## src/rtl/mem_port_arbiter_if.sv

```systemverilog
// Bus bundle between the fetch/data requesters, the arbiter and the single-port memory.
// The arbiter connects through the slave modport; requesters and memory use the master side.
interface mem_port_arbiter_if #(
  parameter int ADDR_W = 16,
  parameter int DATA_W = 16
);
  logic              if_req;
  logic [ADDR_W-1:0] if_addr;
  logic              if_gnt;
  logic              if_valid;
  logic [DATA_W-1:0] if_rdata;

  logic              dm_req;
  logic              dm_we;
  logic [ADDR_W-1:0] dm_addr;
  logic [DATA_W-1:0] dm_wdata;
  logic              dm_gnt;
  logic              dm_valid;
  logic [DATA_W-1:0] dm_rdata;

  logic              mem_en;
  logic              mem_we;
  logic [ADDR_W-1:0] mem_addr;
  logic [DATA_W-1:0] mem_wdata;
  logic [DATA_W-1:0] mem_rdata;

  modport slave (
    input  if_req, if_addr, dm_req, dm_we, dm_addr, dm_wdata, mem_rdata,
    output if_gnt, if_valid, if_rdata, dm_gnt, dm_valid, dm_rdata,
           mem_en, mem_we, mem_addr, mem_wdata
  );

  modport master (
    output if_req, if_addr, dm_req, dm_we, dm_addr, dm_wdata, mem_rdata,
    input  if_gnt, if_valid, if_rdata, dm_gnt, dm_valid, dm_rdata,
           mem_en, mem_we, mem_addr, mem_wdata
  );
endinterface

```

## src/rtl/mem_port_arbiter.sv

```systemverilog
// Fetch/data arbiter for a single-port memory with fixed read latency; data path has priority.
// Define ARB_STARVE_GUARD_EN to force a waiting fetch through after STARVE_LIMIT data grants.
//
// state | meaning
// IDLE  | sample requests, capture selected address/we/wdata
// ISSUE | one-cycle mem_en strobe and grant pulse
// WAIT  | remaining MEM_LAT-1 latency cycles (skipped when MEM_LAT=1)
// RESP  | one-cycle valid pulse to the granted requester
module mem_port_arbiter #(
  parameter int ADDR_W       = 16,
  parameter int DATA_W       = 16,
  parameter int MEM_LAT      = 1,
  parameter int STARVE_LIMIT = 4
) (
  input  logic              clock,
  input  logic              reset,
  mem_port_arbiter_if.slave bus,
  output logic              busy
);

  typedef enum logic [1:0] {IDLE, ISSUE, WAIT, RESP} state_t;

  localparam logic [3:0] LAT_LOAD = 4'(MEM_LAT > 1 ? MEM_LAT - 2 : 0);

  generate
    if (MEM_LAT < 1 || MEM_LAT > 15) begin : g_bad_lat
      $error("mem_port_arbiter: MEM_LAT must be 1..15");
    end
    if (STARVE_LIMIT < 1) begin : g_bad_starve
      $error("mem_port_arbiter: STARVE_LIMIT must be >= 1");
    end
  endgenerate

  state_t            state, state_nxt;
  logic              pick_dm, pick_if, force_if;
  logic              sel_dm, we_r;
  logic [3:0]        lat_cnt;
  logic [ADDR_W-1:0] addr_r;
  logic [DATA_W-1:0] wdata_r, if_rd_r, dm_rd_r;

  assign pick_dm = bus.dm_req && !force_if;
  assign pick_if = bus.if_req && !pick_dm;

`ifdef ARB_STARVE_GUARD_EN
  localparam int SC_W = $clog2(STARVE_LIMIT + 1);
  logic [SC_W-1:0] starve_cnt;

  // Only data grants that overtake a waiting fetch count toward starvation.
  always_ff @(posedge clock or negedge reset) begin
    if (!reset) begin
      starve_cnt <= '0;
    end else if (state == IDLE) begin
      if (pick_if)
        starve_cnt <= '0;
      else if (pick_dm && bus.if_req)
        starve_cnt <= starve_cnt + 1'b1;
    end
  end

  assign force_if = bus.if_req && (starve_cnt >= SC_W'(STARVE_LIMIT));
`else
  assign force_if = 1'b0;
`endif

  always_ff @(posedge clock or negedge reset) begin
    if (!reset) state <= IDLE;
    else        state <= state_nxt;
  end

  always_comb begin
    state_nxt = state;
    case (state)
      IDLE:    if (pick_dm || pick_if) state_nxt = ISSUE;
      ISSUE:   state_nxt = (MEM_LAT > 1) ? WAIT : RESP;
      WAIT:    if (lat_cnt == 4'd0) state_nxt = RESP;
      RESP:    state_nxt = IDLE;
      default: state_nxt = IDLE;
    endcase
  end

  always_comb begin
    bus.mem_en   = 1'b0;
    bus.mem_we   = 1'b0;
    bus.if_gnt   = 1'b0;
    bus.dm_gnt   = 1'b0;
    bus.if_valid = 1'b0;
    bus.dm_valid = 1'b0;
    busy         = (state != IDLE);
    case (state)
      ISSUE: begin
        bus.mem_en = 1'b1;
        bus.mem_we = we_r;
        bus.if_gnt = !sel_dm;
        bus.dm_gnt = sel_dm;
      end
      RESP: begin
        bus.if_valid = !sel_dm;
        bus.dm_valid = sel_dm;
      end
      default: ;
    endcase
  end

  // Read data is latched on the edge entering RESP so it lines up with the valid pulse.
  always_ff @(posedge clock or negedge reset) begin
    if (!reset) begin
      sel_dm  <= 1'b0;
      we_r    <= 1'b0;
      addr_r  <= '0;
      wdata_r <= '0;
      lat_cnt <= '0;
      if_rd_r <= '0;
      dm_rd_r <= '0;
    end else begin
      if (state == IDLE && (pick_dm || pick_if)) begin
        sel_dm <= pick_dm;
        we_r   <= pick_dm && bus.dm_we;
        addr_r <= pick_dm ? bus.dm_addr : bus.if_addr;
        if (pick_dm) wdata_r <= bus.dm_wdata;
      end
      if (state == ISSUE)
        lat_cnt <= LAT_LOAD;
      else if (state == WAIT && lat_cnt != 4'd0)
        lat_cnt <= lat_cnt - 1'b1;
      if (state_nxt == RESP && !we_r) begin
        if (sel_dm) dm_rd_r <= bus.mem_rdata;
        else        if_rd_r <= bus.mem_rdata;
      end
    end
  end

  assign bus.mem_addr  = addr_r;
  assign bus.mem_wdata = wdata_r;
  assign bus.if_rdata  = if_rd_r;
  assign bus.dm_rdata  = dm_rd_r;

endmodule

```

## src/flat_wrapper.sv

```systemverilog
// flat-port wrapper written by rule: the top's interface ports become plain ports
module mem_port_arbiter_flat 
#(
  parameter int ADDR_W       = 16,
  parameter int DATA_W       = 16,
  parameter int MEM_LAT      = 1,
  parameter int STARVE_LIMIT = 4
)
  (clock, reset, busy, bus_if_req, bus_if_addr, bus_dm_req, bus_dm_we, bus_dm_addr, bus_dm_wdata, bus_mem_rdata, bus_if_gnt, bus_if_valid, bus_if_rdata, bus_dm_gnt, bus_dm_valid, bus_dm_rdata, bus_mem_en, bus_mem_we, bus_mem_addr, bus_mem_wdata);
  mem_port_arbiter_if #(.ADDR_W(ADDR_W), .DATA_W(DATA_W)) bus_i ();
  input  logic clock;
  input  logic reset;
  output logic busy;
  input wire logic [$bits(bus_i.if_req)-1:0] bus_if_req;
  input wire logic [$bits(bus_i.if_addr)-1:0] bus_if_addr;
  input wire logic [$bits(bus_i.dm_req)-1:0] bus_dm_req;
  input wire logic [$bits(bus_i.dm_we)-1:0] bus_dm_we;
  input wire logic [$bits(bus_i.dm_addr)-1:0] bus_dm_addr;
  input wire logic [$bits(bus_i.dm_wdata)-1:0] bus_dm_wdata;
  input wire logic [$bits(bus_i.mem_rdata)-1:0] bus_mem_rdata;
  output wire logic [$bits(bus_i.if_gnt)-1:0] bus_if_gnt;
  output wire logic [$bits(bus_i.if_valid)-1:0] bus_if_valid;
  output wire logic [$bits(bus_i.if_rdata)-1:0] bus_if_rdata;
  output wire logic [$bits(bus_i.dm_gnt)-1:0] bus_dm_gnt;
  output wire logic [$bits(bus_i.dm_valid)-1:0] bus_dm_valid;
  output wire logic [$bits(bus_i.dm_rdata)-1:0] bus_dm_rdata;
  output wire logic [$bits(bus_i.mem_en)-1:0] bus_mem_en;
  output wire logic [$bits(bus_i.mem_we)-1:0] bus_mem_we;
  output wire logic [$bits(bus_i.mem_addr)-1:0] bus_mem_addr;
  output wire logic [$bits(bus_i.mem_wdata)-1:0] bus_mem_wdata;
  assign bus_i.if_req = bus_if_req;
  assign bus_i.if_addr = bus_if_addr;
  assign bus_i.dm_req = bus_dm_req;
  assign bus_i.dm_we = bus_dm_we;
  assign bus_i.dm_addr = bus_dm_addr;
  assign bus_i.dm_wdata = bus_dm_wdata;
  assign bus_i.mem_rdata = bus_mem_rdata;
  assign bus_if_gnt = bus_i.if_gnt;
  assign bus_if_valid = bus_i.if_valid;
  assign bus_if_rdata = bus_i.if_rdata;
  assign bus_dm_gnt = bus_i.dm_gnt;
  assign bus_dm_valid = bus_i.dm_valid;
  assign bus_dm_rdata = bus_i.dm_rdata;
  assign bus_mem_en = bus_i.mem_en;
  assign bus_mem_we = bus_i.mem_we;
  assign bus_mem_addr = bus_i.mem_addr;
  assign bus_mem_wdata = bus_i.mem_wdata;
  mem_port_arbiter #(.ADDR_W(ADDR_W), .DATA_W(DATA_W), .MEM_LAT(MEM_LAT), .STARVE_LIMIT(STARVE_LIMIT)) u_core (.clock(clock), .reset(reset), .bus(bus_i), .busy(busy));
endmodule
```

## config.mk

```make
export PLATFORM = sky130hd
export DESIGN_NAME = mem_port_arbiter_flat
export DESIGN_NICKNAME = d
export VERILOG_FILES = /design/src/rtl/mem_port_arbiter_if.sv /design/src/rtl/mem_port_arbiter.sv /design/src/flat_wrapper.sv
export SDC_FILE = /design/constraint.sdc
export NUM_CORES = 1
export LEC_CHECK = 0
export ABC_AREA = 1
export CAP_MARGIN = 20
export CELL_PAD_IN_SITES_DETAIL_PLACEMENT = 0
export CELL_PAD_IN_SITES_GLOBAL_PLACEMENT = 1
export CORE_AREA = 2 2 117 119
export DETAILED_ROUTE_END_ITERATION = 8
export DIE_AREA = 0 0 119 121
export HOLD_SLACK_MARGIN = 0.02
export PLACE_DENSITY_LB_ADDON = 0.12
export SLEW_MARGIN = 10
export SYNTH_ARGS = -nofsm -noshare
export SYNTH_HDL_FRONTEND = slang
export SYNTH_SLANG_ARGS = --single-unit
```

## constraint.sdc

```tcl
create_clock -name clock -period 3.6 [get_ports clock]
set_clock_uncertainty 0.15 [all_clocks]
set_input_delay 0.36 -clock clock [delete_from_list [all_inputs] [get_ports clock]]
set_output_delay 0.36 -clock clock [all_outputs]
set_load 0.02 [all_outputs]
```

==> results.toml <==
[critical_path]
cp.required_ns = 3.09
cp-startpoint = "u_core.state[1]"
crit_end = "bus_if_gnt"
worstSetupEndpointType = "output port"
slowest_delay_ns = 0.61
worst_setup_path_start_kind = "register"
crit_buf_inv = 3
critPathKind = "register to output port"
path_delay_family = "buffers and inverters"
rr_endpoint = "u_core.bus.if_rdata[8]"
cp_common_cell = "inv_1"
reg2reg_depth = 8
crit_slowest_cell = "clkdlybuf4s50_1"
crit_fanout = 6
arrival_ns = 1.98
rr_startpoint = "u_core.state[0]"
crit_chain = "inv_1 > ha_1 > inv_1 > nor2_1 > clkdlybuf4s50_1"
ff2ff_setup_slack_ns = 1.34
crit_cells = 5

[status]
outcome = "complete, no violations"

[grt]
grt_pass1_vias = 2867
grt_pass1_wl_microns = 14900
grt_max_degree = 73
grt.total_usage_pct = 13.4
antenna_found_initial = 0
grt.overflow.total = 0

[synthesis]
synth.net_count = 404
syn_inst = 328
synth_seq_cells = 72
synthTopCellsByArea = "dfrtp_1 (56%), nand2_1 (13%), nand4_1 (6.3%)"
yosysWarnings = 0
syn_avg_cell_area_sq_um = 9.75
synth_seq_area_share_pct = 56.4
netlist_area_sq_um = 3200
synth_top_cell_area_share_pct = 56.4
synth.distinct_cells = 25
yosys.area.top_type = "dfrtp_1"

[min_path]
hold_class = "register to register"
hp-start = "u_core.lat_cnt[3]"

[detailed_routing]
firstDrtPassIters = 5
routed_wl_microns = 9360
ant_nets = 0
post_drt_wl_per_cell_microns = 14.4
drc = 0
vias_per_cell = 4.31
drt_iter0_drc = 145
vias = 2796

[final_layout]
nets = 543
final_cell_mix = "clkdlybuf4s50_1 (138), nand2_1 (109), dfrtp_1 (72), nand4_1 (32), nor2_1 (24)"
antenna_cells = 0
syn_to_final_growth_pct = 60.4
final_common_cell = "clkdlybuf4s50_1"
drive_above_1_share_pct = 10.2

[floorplanning]
start_util_pct = 24.4
die_w_microns = 119
fp.dieH_microns = 121
core_sq_um = 13100
rows = 42
dieArea_sq_um = 14400
io_pins = 140

[clock_network]
numCtsBuffers = 9
htree_num_levels = 3
cts.path.max_buffers = 2
postCtsSetupBuffers = 0
clkTransAtPathRegs_ns = 0.06
cts_root_buffer = "clkbuf_16"
cts_tree = "yes"
clkSinkCount = 72
insertion_delay_ns = 0.33

[sta]
hold_viol = 0
tightest_slew_ns = 0.513
setup_viol = 0
finalMaxSlewViolations = 0
timing.setup.tns_ns = 0
rsz0062_at_grt = "no"
fin_ws_ns = 1.11
finalCriticalPeriod_ns = 2.49
finalCritPeriodShare_pct = 69.2
slew_headroom_pct = 65.7
fmax_ghz = 0.401

[job]
cap_violations = 0

[power_and_ir_drop]
peakVddDrop_uv = 334
powerDensity_nw_per_um2 = 987
p_leak_nw = 2.34

[placed_design]
dp_slack_ns = 1.12
hpwlAfterDp_microns = 6340
gp_congestion = 0.782
io_buffers = 139
logic make-up (layout without fill, tap and decap cells):
family                   after synthesis  count (layout)  share of synthesized area [%]
AO/OA/AOI/OAI                         25              25                           4.66
adder cells (fa/ha/maj)                7               7                           2.74
buffers and inverters                 35             179                           5.17
flip-flops                            72              72                           56.4
multiplexers                          16              16                           6.69
AND/OR/NAND/NOR                      173             173                           24.4
how the worst min path moves through the flow:
stage / slack [ns] / end / depth (start not counted)
global route: 0.35 / u_core.bus.if_rdata[7] / 2
CTS: 0.08 / u_core.bus.mem_addr[6] / 1
finish: 0.31 / u_core.lat_cnt[3] / 1
detailed placement: 0.31 / u_core.lat_cnt[3] / 1
floorplan: -0.09 / u_core.bus.dm_rdata[0] / 0
global placement: 0.30 / u_core.lat_cnt[3] / 1
metal layers:
metal / wire length [microns] / GRT usage (%)
met2: 4110 / 19.6
met1: 4200 / 16.9
met3: 890 / 6.30
met4: 161 / 5.80
met5: 0 / 0
area by class of cell:
| class | instances | area [sq um] |
|---|---|---|
| timing repair buffer | 146 | 1460 |
| clock buffer | 12 | 267 |
| inverter | 17 | 66.3 |
| multi-input combinational | 221 | 1230 |
| fill | 1311 | 7960 |
| tap | 176 | 220 |
| clock inverter | 4 | 75.1 |
| sequential | 72 | 1800 |
metrics by stage:
| step | util [%] | area, sq um | cells | hold slack [ns] | power [mW] |
|---|---|---|---|---|---|
| global placement | 36.3 | 4750 | 630 | 0.300 | 4.09 |
| CTS | 38.9 | 5090 | 646 | 0.0833 | 5.15 |
| detailed placement | 36.3 | 4750 | 630 | 0.309 | 4.09 |
| floorplan | - | 3200 | 328 | -0.0856 | 2.95 |
| finish | 39.2 | 5130 | 648 | 0.312 | 5.06 |
| global route | 39.2 | 5130 | 648 | 0.349 | 5.42 |
power breakdown:
| part | total (mW) | internal [mW] | switching [mW] | leakage, nW |
|---|---|---|---|---|
| Combinational | 2.61 | 1.15 | 1.46 | 1.31 |
| Clock | 1.01 | 0.663 | 0.346 | 0.161 |
| Sequential | 1.44 | 1.21 | 0.235 | 0.870 |
| Total | 5.06 | 3.02 | 2.04 | 2.34 |
Yosys cell counts:
cell type / count
a21oi_2: 1
nand3_1: 2
nor2_8: 1
clkbuf_1: 5
o21ai_0: 6
inv_1: 14
dfrtp_1: 72
clkinv_1: 1
nand4_2: 2
nand4_1: 32
buf_2: 7
nand2_1: 109
inv_4: 1
a31oi_1: 16
inv_2: 1
nand2_4: 1
mux2_4: 9
nand3_2: 1
buf_4: 4
nor2_1: 25
a21oi_1: 2
ha_1: 7
mux2_2: 7
buf_1: 1
buf_6: 1
worst reg2reg max path: stages, from the launching register on:
cell and delay (ns):
dfrtp_1 0.38, inv_1 0.12, ha_1 0.31, inv_1 0.05
nor2_2 0.06, buf_4 0.33, nand4_2 0.48, nand2_1 0.20
nand2_1 0.07
state kept, by name, summed over array words and instances (netlist names):
name	flops
u_core.we_r	1
u_core.lat_cnt	4
u_core.state	2
u_core.bus.mem_addr	16
u_core.bus.mem_wdata	16
u_core.bus.dm_rdata	16
u_core.bus.if_rdata	16
u_core.sel_dm	1
timing repair:
action	CTS	global route
hold buffers	0	1
resized for setup	0	0
hold endpoints to repair	0	26
No activity file was read; power rests on OpenSTA's default activity.
